[src/rtl/lb_ctl_pkg.sv]
// lb_ctl_pkg: shared state encoding for the loopback controller
package lb_ctl_pkg;
  typedef enum logic [1:0] {
    NORM      = 2'd0,
    WAIT_LB   = 2'd1,
    LB        = 2'd2,
    WAIT_NORM = 2'd3
  } lb_state_t;
endpackage

[src/rtl/debouncer.sv]
// debouncer: 2-flop synchroniser plus a run-length filter that only follows a stable input
module debouncer #(
  parameter int FILTER = 200_000
) (
  input  logic clk,
  input  logic rst,
  input  logic sig,
  output logic filt
);
  localparam int W = $clog2(FILTER + 1);
  localparam logic [W-1:0] LAST = W'(FILTER - 1);
  logic meta, sync;
  logic [W-1:0] cnt;
  always_ff @(posedge clk) begin
    if (rst) begin
      meta <= 1'b0;
      sync <= 1'b0;
      cnt  <= '0;
      filt <= 1'b0;
    end else begin
      meta <= sig;
      sync <= meta;
      cnt  <= (sync == filt || cnt == LAST) ? '0 : cnt + 1'b1;
      filt <= (sync != filt && cnt == LAST) ? sync : filt;
    end
  end
endmodule

[src/rtl/lb_ch_ctl.sv]
// lb_ch_ctl: one loopback channel that only swaps the pin mux while both lines are idle
module lb_ch_ctl
  import lb_ctl_pkg::*;
#(
  parameter int FILTER      = 200_000,
  parameter int IDLE_CYCLES = 4340
) (
  input  logic clk,
  input  logic rst,
  input  logic lb_sel,
  input  logic txd_tx,
  input  logic rxd,
  output logic txd,
  output logic lb_active,
  output logic lb_chg
);
  localparam int W = $clog2(IDLE_CYCLES + 1);
  localparam logic [W-1:0] IDLE_MAX = W'(IDLE_CYCLES);
  lb_state_t state, state_nxt;
  logic sel_filt, rxd_m, rxd_s, idle;
  logic [W-1:0] idle_cnt;
  debouncer #(.FILTER(FILTER)) u_deb (
    .clk (clk),
    .rst (rst),
    .sig (lb_sel),
    .filt(sel_filt)
  );
  assign idle = idle_cnt == IDLE_MAX;
  assign txd  = lb_active ? rxd : txd_tx;
  always_ff @(posedge clk) begin
    if (rst) begin
      rxd_m     <= 1'b1;
      rxd_s     <= 1'b1;
      idle_cnt  <= '0;
      state     <= NORM;
      lb_active <= 1'b0;
      lb_chg    <= 1'b0;
    end else begin
      rxd_m     <= rxd;
      rxd_s     <= rxd_m;
      idle_cnt  <= (!txd_tx || !rxd_s) ? '0 : idle ? idle_cnt : idle_cnt + 1'b1;
      state     <= state_nxt;
      lb_active <= state_nxt == LB || state_nxt == WAIT_NORM;
      lb_chg    <= (state == WAIT_LB && state_nxt == LB) || (state == WAIT_NORM && state_nxt == NORM);
    end
  end
  always_comb begin
    state_nxt = state;
    case (state)
      NORM:    state_nxt = sel_filt ? WAIT_LB : NORM;
      WAIT_LB: state_nxt = !sel_filt ? NORM : idle ? LB : WAIT_LB;
      LB:      state_nxt = sel_filt ? LB : WAIT_NORM;
      default: state_nxt = sel_filt ? LB : idle ? NORM : WAIT_NORM;
    endcase
  end
endmodule

[src/rtl/lb_ctl_mc.sv]
// lb_ctl_mc: independent idle-gated loopback controllers, one per UART channel
module lb_ctl_mc #(
  parameter int NUM_CH      = 2,
  parameter int FILTER      = 200_000,
  parameter int IDLE_CYCLES = 4340
) (
  input  logic              clk_tx,
  input  logic              rst_clk_tx,
  input  logic [NUM_CH-1:0] lb_sel_i,
  input  logic [NUM_CH-1:0] txd_tx,
  input  logic [NUM_CH-1:0] rxd_i,
  output logic [NUM_CH-1:0] txd_o,
  output logic [NUM_CH-1:0] lb_active_o,
  output logic [NUM_CH-1:0] lb_chg_o
);
  for (genvar i = 0; i < NUM_CH; i++) begin : g_ch
    lb_ch_ctl #(.FILTER(FILTER), .IDLE_CYCLES(IDLE_CYCLES)) u_ch (
      .clk      (clk_tx),
      .rst      (rst_clk_tx),
      .lb_sel   (lb_sel_i[i]),
      .txd_tx   (txd_tx[i]),
      .rxd      (rxd_i[i]),
      .txd      (txd_o[i]),
      .lb_active(lb_active_o[i]),
      .lb_chg   (lb_chg_o[i])
    );
  end
endmodule

[config.mk]
export PLATFORM = sky130hd
export DESIGN_NAME = lb_ctl_mc
export DESIGN_NICKNAME = d
export VERILOG_FILES = /design/src/rtl/lb_ctl_pkg.sv /design/src/rtl/debouncer.sv /design/src/rtl/lb_ch_ctl.sv /design/src/rtl/lb_ctl_mc.sv
export SDC_FILE = /design/constraint.sdc
export NUM_CORES = 1
export LEC_CHECK = 0
export CAP_MARGIN = 0
export CORE_ASPECT_RATIO = 1.5
export CORE_MARGIN = 2
export CORE_UTILIZATION = 53
export DETAILED_ROUTE_END_ITERATION = 8
export HOLD_SLACK_MARGIN = 0.06
export MAX_ROUTING_LAYER = met4
export PLACE_DENSITY = 0.7
export SYNTH_ARGS = -nofsm -noshare
export SYNTH_HDL_FRONTEND = slang
export SYNTH_HIERARCHICAL = 1
export SYNTH_SLANG_ARGS = --single-unit
[constraint.sdc]
create_clock -name clk_tx -period 1.8 [get_ports clk_tx]
set_clock_uncertainty 0.05 [all_clocks]
set_input_delay 0.36 -clock clk_tx [delete_from_list [all_inputs] [get_ports clk_tx]]
set_output_delay 0.36 -clock clk_tx [all_outputs]
set_load 0.02 [all_outputs]
==> run_results.csv <==
group,metric,value,unit
timing,slew_headroom,68.4,%
final_layout,nets,439,
final_layout,utilization,63.6,%
clocking,path_clk_slew,0.08,ns
synthesis,synthesis.area,3590,µm²
final_layout,diodes,0,
clocking,cts_max_path_buffers,2,
critical_path,cp.required,1.39,ns
synthesis,ys_types,42,
timing,layout_min_cycle_time,1.74,ns
clocking,cts_hold_buf,0,
clocking,post-cts-setup-buffers,0,
die,fp.dieArea,7460,µm²
final_layout,multi_input_area,1940,µm²
synthesis,syn_inst,386,
global_routing,grt_max_degree,19,
final_layout,layoutNonFillerInstCount,506,
critical_path,path_buf_inv,2,
timing,fin_crit_sh,96.8,%
clocking,cts_tree,"yes",
synthesis,synth_warnings,6,
final_layout,num-fill-cells,578,
clocking,clock-sinks,78,
global_routing,overflow,0,
global_routing,grt_first_pass_wirelength,12.1,mm
synthesis,synthTopCellsByArea,"dfxtp_1, nand4_1, nor2_1",
critical_path,critPathTopFamily,"buffers and inverters",
final_layout,areaGrowthSynthToFinish,15.8,%
place,portBuffers,13,
die,die_w,71.2,µm
synthesis,synth.top_cell.area_share,43.5,%
power,power_density,788,nW/µm²
global_routing,grt_pass1_vias,2765,
critical_path,rr_startpoint,"g_ch[1].u_ch/idle_cnt[0]",
status,outcome,"finished, final reports clean",
routing,drtPass1Iterations,6,
power,p_total,3.27,mW
power,p_leak,1.48,nW
critical_path,crit_type,"in2out",
critical_path,critical_path.endpoint_type,"output pin",
place,place.gp.congestion,0.790,
synthesis,synth_top_area_cell,"dfxtp_1",
timing,setup_viol,0,
min_path,hp-class,"reg2reg",
critical_path,reg2reg_to,"g_ch[1].u_ch/idle_cnt[10]",
routing,wirelength,6.85,mm
routing,vias_per_cell,5.76,
routing,ant_nets,0,
routing,wire_per_inst,13.5,µm
timing,tightest_slew,0.472,ns
min_path,hold_start,"g_ch[0].u_ch/rxd_m",
clocking,htree_levels,3,
clocking,cts_root_buf,"clkbuf_8",
routing,drt-initial-drc-count,183,
die,num_rows,36,
synthesis,synth_seq_cells,78,
clocking,numCtsBuffers,9,
synthesis,ys_seq_area_share,43.5,%
routing,drc,0,
synthesis,mappedNetlistNets,400,
die,die_h,105,µm
die,initial_core_util,54.9,%
synthesis,synth_area_per_cell,9.30,µm²
place,place_hpwl,4.83,mm
critical_path,cp_max_fo,2,
timing,finalHoldViolations,0,
place,post_dp_cell_area,3930,µm²
final_layout,drive_gt1_share,14.7,%
die,core,6530,µm²
critical_path,worstRegToRegCells,4,
routing,vias,2915,
timing,rsz0062_at_grt,"no",
critical_path,crit_path_max_incr_delay,0.42,ns
power,ir_drop,0.000487,V
critical_path,rrSetupSlack,0.16,ns
final_layout,seq_area,1560,µm²
critical_path,cp-start-kind,"input pin",
place,dp.cells,490,
min_path,whs_path_depth,1,
critical_path,crit_chain,"clkdlybuf4s50_1 -> mux2_2 -> clkdlybuf4s15_1",
final_layout,stdcell_area,4150,µm²
global_routing,antenna_found_initial,0,
min_path,hold_end,"g_ch[0].u_ch/rxd_s",
flow_run,max-cap-violations,0,
critical_path,arrival,1.33,ns
die,io_pins,14,
critical_path,crit_slowest_cell,"clkdlybuf4s50_1",
timing,fmax,574,MHz
timing,slew_viol_final,0,
clocking,clock_latency,0.35,ns
global_routing,grt_usage,20.1,%
==> flip-flops by register name (all words and copies together) (netlist names) <==
register,flops
g_ch.u_ch/lb_active,2
g_ch.u_ch/u_deb/sync,2
g_ch.u_ch/u_deb/cnt,36
g_ch.u_ch/state,2
g_ch.u_ch/rxd_m,2
g_ch.u_ch/rxd_s,2
g_ch.u_ch/u_deb/meta,2
g_ch.u_ch/lb_chg,2
g_ch.u_ch/u_deb/filt,2
g_ch.u_ch/idle_cnt,26
==> synth_stat cells, drive strengths merged <==
library cell  count
dfxtp            78
nor2             42
nand4            30
nand3            24
nand2            22
a21oi            18
xnor2            18
xor2             18
o21ai            14
and4             10
and2              8
buf               8
inv               8
nor3              8
nor4              8
o31ai             8
or3               8
or4               8
ha                6
mux2i             6
and3              4
nand2b            4
nor2b             4
or2               4
a21o              2
a31oi             2
and3b             2
and4bb            2
mux2              2
nand3b            2
nor4b             2
nor4bb            2
o21ba             2
o31a              2
==> cells by family (layout without fill, tap and decap cells) <==
logic type | after synthesis | count (layout) | synth area share, %
AND/OR/NAND/NOR | 194 | 194 | 32.1
flip-flops | 78 | 78 | 43.5
AO/OA/AOI/OAI | 48 | 48 | 8.58
XOR/XNOR | 36 | 36 | 8.79
buffers and inverters | 16 | 60 | 2.65
multiplexers | 8 | 8 | 2.30
adder cells (fa/ha/maj) | 6 | 6 | 2.09
==> final cells by class <==
cell class | instances | share of cell area, %
Timing Repair Buffer | 36 | 7.53
Sequential cell | 78 | 37.6
Tap cell | 76 | 2.29
Clock inverter | 4 | 1.69
Clock buffer | 12 | 3.49
Inverter | 8 | 0.723
Multi-Input combinational cell | 292 | 46.7
==> stage by stage <==
stage               setup TNS (ns)  setup WS [ns]  hold slack [ns]
finish                           0         0.0574            0.366
global route                     0        0.00457            0.397
CTS                              0        0.00761            0.368
detailed placement          -0.372         -0.192            0.356
global placement            -0.345         -0.173            0.343
floorplan                        0          0.318            0.339
==> timing repair <==
action	4_1_cts	5_1_grt
endpoints found under the hold margin	0	0
resized for setup	4	4
endpoints found under the setup margin	4	7
==> layer usage <==
layer / part of all wire, % / routed length, µm / track usage [%]
met5: 0 / 0 / -
met4: 1.7 / 116 / 8.36
met3: 2.6 / 177 / 5.21
met2: 50 / 3450 / 31.5
met1: 45 / 3110 / 24.5
==> placed cells by master (no fill, tap or decap), drive strengths merged, types with 6 or more instances in the layout <==
cell type and count:
a21oi 18, and2 8, and4 10, buf 23, clkbuf 12, clkdlybuf4s50 9, dfxtp 78, ha 6
inv 8, mux2i 6, nand2 22, nand3 24, nand4 30, nor2 42, nor3 8, nor4 8
o21ai 14, o31ai 8, or3 8, or4 8, xnor2 18, xor2 18
==> power breakdown <==
group          total (mW)  switching (mW)  internal, mW
clock network        1.43           0.611         0.816
logic              0.0988          0.0464        0.0524
registers            1.75          0.0103          1.74
total                3.27           0.667          2.61
==> worst reg2reg max path, cell delays in order, from the launching register on <==
cell	delay [ns]
dfxtp_1	0.41
ha_1	0.23
nand3_2	0.19
or4_1	0.54
a21oi_1	0.16
==> worst max-delay path by stage <==
| stage | startpoint | to | slack (ns) | cells after the start |
|---|---|---|---|---|
| 3_5_place_dp | rxd_i[0] | txd_o[0] | -0.19 | 3 |
| 2_1_floorplan | g_ch[0].u_ch/idle_cnt[1] | g_ch[0].u_ch/idle_cnt[10] | 0.32 | 4 |
| 6_report | rxd_i[0] | txd_o[0] | 0.06 | 3 |
| 4_1_cts | g_ch[0].u_ch/lb_active | txd_o[0] | 0.008 | 2 |
| 5_1_grt | g_ch[1].u_ch/idle_cnt[0] | g_ch[1].u_ch/idle_cnt[10] | 0.005 | 4 |
| 3_3_place_gp | txd_tx[0] | txd_o[0] | -0.17 | 3 |
No activity file was read; power rests on OpenSTA's default activity.
